**src/rtl/multicore_memory_arbiter.sv**
```systemverilog
// Round-robin arbiter that shares one RAM port among NCORES cores, each with an instruction and a data port.
// Define MEM_TIMEOUT_EN to add a watchdog that aborts an XFER stuck for TIMEOUT cycles and pulses arb_err.
module multicore_memory_arbiter #(
   parameter int  NCORES  = 2,
   parameter int  AW      = 32,
   parameter int  DW      = 32,
   parameter int  TIMEOUT = 64,
   localparam int CW      = (NCORES > 1) ? $clog2(NCORES) : 1
) (
   input  logic               CLK,
   input  logic               RST,
   input  logic [NCORES-1:0]    iREN,
   input  logic [NCORES-1:0]    dREN,
   input  logic [NCORES-1:0]    dWEN,
   input  logic [NCORES*AW-1:0] iaddr,
   input  logic [NCORES*AW-1:0] daddr,
   input  logic [NCORES*DW-1:0] dstore,
   output logic [NCORES-1:0]    iwait,
   output logic [NCORES-1:0]    dwait,
   output logic [NCORES*DW-1:0] iload,
   output logic [NCORES*DW-1:0] dload,
   output logic               ramREN,
   output logic               ramWEN,
   output logic [AW-1:0]      ramaddr,
   output logic [DW-1:0]      ramstore,
   input  logic [DW-1:0]      ramload,
   input  logic [1:0]         ramstate,
   output logic               arb_err,
   output logic               dbg_state,
   output logic [CW-1:0]      dbg_rr_ptr
);

   // Handshake: a core holds its request level-high until its wait drops low for exactly one
   // cycle (the completion cycle); dropping the request earlier abandons the access silently.
   localparam logic [1:0] RAM_ACCESS = 2'd2;
   localparam logic [1:0] RAM_ERROR  = 2'd3;

   typedef enum logic {IDLE = 1'b0, XFER = 1'b1} state_t;
   typedef enum logic [1:0] {T_NONE = 2'd0, T_DR = 2'd1, T_DW = 2'd2, T_IR = 2'd3} gnt_t;

   state_t            state, state_nx;
   gnt_t              gnt_type, gnt_type_nx, pick_type;
   logic [CW-1:0]     rr_ptr, rr_ptr_nx, gnt_core, gnt_core_nx, pick_core, ptr_after, cidx;
   logic [NCORES-1:0] req;
   logic              pick_valid, live, abort, done;
   int                gsel;

   assign req       = dREN | dWEN | iREN;
   assign gsel      = int'(gnt_core);
   assign ptr_after = (gsel == NCORES - 1) ? '0 : gnt_core + 1'b1;

   // Scan from rr_ptr upward (wrapping) for the first requesting core.
   always_comb begin
      pick_valid = 1'b0;
      pick_core  = '0;
      cidx       = '0;
      for (int i = 0; i < NCORES; i++) begin
         cidx = CW'((int'(rr_ptr) + i) % NCORES);
         if (!pick_valid && req[cidx]) begin
            pick_valid = 1'b1;
            pick_core  = cidx;
         end
      end
      pick_type = T_IR;
      if (dREN[pick_core])      pick_type = T_DR;
      else if (dWEN[pick_core]) pick_type = T_DW;
   end

   always_comb begin
      case (gnt_type)
         T_DR:    live = dREN[gnt_core];
         T_DW:    live = dWEN[gnt_core];
         T_IR:    live = iREN[gnt_core];
         default: live = 1'b0;
      endcase
   end

`ifdef MEM_TIMEOUT_EN
   localparam int TW = $clog2(TIMEOUT + 1);
   logic [TW-1:0] tmo_cnt;

   // Cleared while idle, so every XFER starts counting from zero.
   always_ff @(posedge CLK) begin
      if (RST || state == IDLE)        tmo_cnt <= '0;
      else if (ramstate != RAM_ACCESS) tmo_cnt <= tmo_cnt + 1'b1;
   end
   assign abort = (state == XFER) && (tmo_cnt == TW'(TIMEOUT));
`else
   logic unused_timeout;
   assign unused_timeout = (TIMEOUT > 0);
   assign abort          = 1'b0;
`endif

   assign done    = (state == XFER) && !abort && live && (ramstate == RAM_ACCESS);
   assign arb_err = abort;

   always_ff @(posedge CLK) begin
      if (RST) begin
         state    <= IDLE;
         rr_ptr   <= '0;
         gnt_core <= '0;
         gnt_type <= T_NONE;
      end else begin
         state    <= state_nx;
         rr_ptr   <= rr_ptr_nx;
         gnt_core <= gnt_core_nx;
         gnt_type <= gnt_type_nx;
      end
   end

   always_comb begin
      state_nx    = state;
      rr_ptr_nx   = rr_ptr;
      gnt_core_nx = gnt_core;
      gnt_type_nx = gnt_type;
      case (state)
         IDLE: begin
            if (pick_valid) begin
               state_nx    = XFER;
               gnt_core_nx = pick_core;
               gnt_type_nx = pick_type;
            end
         end
         XFER: begin
            if (abort) begin
               state_nx  = IDLE;
               rr_ptr_nx = ptr_after;
            end else if (!live) begin
               state_nx = IDLE;
            end else if (ramstate == RAM_ACCESS || ramstate == RAM_ERROR) begin
               state_nx  = IDLE;
               rr_ptr_nx = ptr_after;
            end
         end
         default: state_nx = IDLE;
      endcase
   end

   // RAM controls follow the granted core's live signals, so a withdrawn request drops them at once.
   always_comb begin
      ramREN   = 1'b0;
      ramWEN   = 1'b0;
      ramaddr  = '0;
      ramstore = '0;
      iwait    = '1;
      dwait    = '1;
      if (state == XFER) begin
         case (gnt_type)
            T_DR: begin
               ramREN  = dREN[gnt_core];
               ramaddr = daddr[gsel*AW +: AW];
            end
            T_DW: begin
               ramWEN   = dWEN[gnt_core];
               ramaddr  = daddr[gsel*AW +: AW];
               ramstore = dstore[gsel*DW +: DW];
            end
            T_IR: begin
               ramREN  = iREN[gnt_core];
               ramaddr = iaddr[gsel*AW +: AW];
            end
            default: ;
         endcase
         if (done) begin
            if (gnt_type == T_IR) iwait[gnt_core] = 1'b0;
            else                  dwait[gnt_core] = 1'b0;
         end
      end
   end

   assign iload      = {NCORES{ramload}};
   assign dload      = {NCORES{ramload}};
   assign dbg_state  = (state == XFER);
   assign dbg_rr_ptr = rr_ptr;

endmodule

```
**config.mk**
```make
export PLATFORM = sky130hd
export DESIGN_NAME = multicore_memory_arbiter
export DESIGN_NICKNAME = d
export VERILOG_FILES = /design/src/rtl/multicore_memory_arbiter.sv
export SDC_FILE = /design/constraint.sdc
export NUM_CORES = 1
export LEC_CHECK = 0
export ABC_AREA = 0
export CORE_AREA = 2 2 169 171
export CTS_CLUSTER_DIAMETER = 80
export DETAILED_ROUTE_END_ITERATION = 8
export DIE_AREA = 0 0 171 173
export PLACE_DENSITY = 0.41
export SKIP_LAST_GASP = 1
export SLEW_MARGIN = 10
export SYNTH_ARGS = -nofsm -noshare
export SYNTH_HDL_FRONTEND = slang
export SYNTH_SLANG_ARGS = --single-unit
```
**constraint.sdc**
```tcl
create_clock -name CLK -period 2.5 [get_ports CLK]
set_clock_uncertainty 0.15 [all_clocks]
set_input_delay 0.25 -clock CLK [delete_from_list [all_inputs] [get_ports CLK]]
set_output_delay 0.25 -clock CLK [all_outputs]
set_load 0.05 [all_outputs]
```
==> results.cfg <==
[setup_path]
crit_required_ps = 2100
endpoint_kind = primary output
crit_fanout = 33
critPathLaunch = gnt_type[1]$_SDFFE_PP0P_
cpLargestDelayFamily = buffers and inverters
crit_chain = nand2_1, buf_4, mux4_2, nor2b_1, buf_12
worstPathArrival_ps = 1900
timing.critical_path.buf_inv = 2
start_kind = flip-flop
r2r_setup_slack_ps = 690
cp_slowest_cell = buf_4
slowest_delay_ps = 430
timing.rr.end = dbg_rr_ptr$_SDFFE_PP0P_
rr_startpoint = gnt_type[1]$_SDFFE_PP0P_
crit_type = reg2out
ff2ff_path_depth = 4

[synthesis]
syn_inst = 328
synth_area_per_cell_um2 = 8.63
synth_area_mm2 = 0.00283
syn_nets = 562
ys_ff_latch = 5
synth_warnings = 0
ys_types = 28
seq_area_frac_synth = 0.0354

[cts]
clock_latency_ps = 230
cts_root_buf = clkbuf_16
h-tree-depth = 1
cts_buffers = 3
cts.sinks = 5
postCtsHoldBufs = 0
cts_setup_buffers = 0
clk_pin_slew_ps = 30
cts_tree = yes
cts_resized = 0
cts_buffer_depth = 2

[placement]
place.port_buffers = 273
dp_hpwl_um = 10600
gp_congestion = 0.724

[power]
ir_worst_vdd_mv = 0.149
p_per_area_mw_per_mm2 = 247
power_mw = 1.43
p_leak_nw = 1.96

[detailed_routing]
routedWlPerCell_um = 14.6
drt-met1-wl_um = 4390
post-route-drc-count = 0
dr.pass1.iters = 4
finalWirelength_um = 12400
ant_nets = 0
viasPerCell = 3.27
routed.top_layer = met5
met3WireLength_um = 1810
dr_wl_met2_um = 6050
vias = 2763
drt_iter0_drc = 46

[sta]
setup_violations = 0
post-route-min-period_ps = 2300
grt_setup_unrepaired = no
clock.fmax_ghz = 0.436
slew-limit-headroom = 0.653
drv_slew = 0
post-route-period-util = 0.918
fin_tns_setup_ps = 0
hold_viol = 0
worst_slew_pin_slew_ps = 520

[job]
maxCapViolCount = 0

[global_route]
grtUsageTotal = 0.0776
antenna_found_initial = 2
grt_pass1_wl_um = 17600
grt_max_degree = 35
grt.overflow.total = 0
grt_pass1_vias = 3040

[die]
row_count = 61
pin_count = 435
die_width_um = 171
die_y_um = 173
die-area_mm2 = 0.0296
design.core.area_mm2 = 0.0276
start_util = 0.102

[layout]
seq_area_um2 = 104
fill_cells = 3062
drive_gt1_frac = 0.256
syn_to_final_growth_pct = 105
diodes = 0
fin_nets = 703
multi_input_area_mm2 = 0.00165

[worst_hold_path]
hold_start = ramload[9]
hold_depth = 0
hp-class = in2out
min_to = dload[41]

[status]
status = completed
==> layer usage <==
layer	global-route usage	vias up
li1	-	1286
met1	0.0803	1233
met2	0.142	226
met3	0.0389	16
met4	0.0109	2
met5	0	-
==> cells by family (layout without fill, tap and decap cells) <==
logic type	count (synthesis)	after routing	synth area share
DFF	5	5	0.0354
buffers and inverters	149	289	0.383
muxes	67	67	0.378
AOI/OAI and AO/OA	18	18	0.0446
and+or+nand+nor	88	88	0.158
other	1	1	0.00132
==> metrics by stage <==
step                      area [um^2]  setup slack [ps]  hold WS [ps]  cells   util
final                            5800               204           350    846  0.210
after global routing             5800              64.6           350    846  0.210
after CTS                        5800               167           351    846  0.210
after detailed placement         5720               302           351    842  0.207
after global placement           5720               308           351    842  0.207
after floorplan                  2830               109           169    328      -
==> flip-flops by register name (all words and copies together), names as in the netlist <==
signal and flops:
dbg_state 1, gnt_type 2, gnt_core 1, dbg_rr_ptr 1
==> worst max-delay path by stage <==
stage | to | slack, ps | depth (start not counted)
global placement | dwait[0] | 310 | 5
floorplan | ramaddr[10] | 110 | 4
CTS | ramaddr[23] | 170 | 5
detailed placement | dwait[0] | 300 | 5
global route | ramREN | 60 | 5
finish | ramaddr[23] | 200 | 5
==> cells in the final DEF, fill, tap and decap left out, types with 4 or more instances in the layout <==
cell type / netlist / final
buf_12: 0 / 68
buf_4: 134 / 12
nand2_1: 9 / 9
nor2b_1: 32 / 32
clkdlybuf4s50_1: 0 / 203
nor2_1: 36 / 36
mux2i_1: 35 / 35
nor3_1: 4 / 4
a21oi_1: 6 / 6
dfxtp_1: 5 / 4
mux4_2: 32 / 32
==> power by group <==
part / total (mW) / internal [mW] / switching, mW
clock: 0.262 / 0.211 / 0.0512
combinational: 1.06 / 0.632 / 0.428
sequential: 0.106 / 0.0881 / 0.0180
==> Yosys cell counts <==
library cell / count / area share
buf_4: 134 / 0.36
o21bai_1: 2 / 0.0053
buf_6: 2 / 0.0080
o311ai_0: 1 / 0.0031
o32a_1: 1 / 0.0035
o32ai_2: 1 / 0.0057
nor2b_1: 32 / 0.071
buf_2: 4 / 0.0071
dfxtp_1: 5 / 0.035
clkbuf_2: 1 / 0.0018
nor3_1: 4 / 0.0071
mux2i_1: 35 / 0.12
nand2_1: 9 / 0.012
or2_2: 1 / 0.0022
nor3b_2: 1 / 0.0044
nand3b_1: 1 / 0.0027
inv_1: 2 / 0.0027
a32o_1: 1 / 0.0035
o31ai_1: 1 / 0.0027
a211o_1: 1 / 0.0031
a21oi_1: 6 / 0.011
and3b_1: 1 / 0.0031
conb_1: 1 / 0.0013
nor2_1: 36 / 0.048
o21ai_0: 4 / 0.0071
clkbuf_1: 6 / 0.0080
nor3b_1: 3 / 0.0080
mux4_2: 32 / 0.25
==> final cells by class <==
class	instances	share of cell area
Multi-Input combinational cell	174	0.285
Clock buffer	4	0.0136
Inverter	2	0.00129
Tap cell	378	0.0816
Sequential cell	5	0.0179
Timing Repair Buffer	283	0.601
Note: power is estimated with default switching activity, not from simulation.
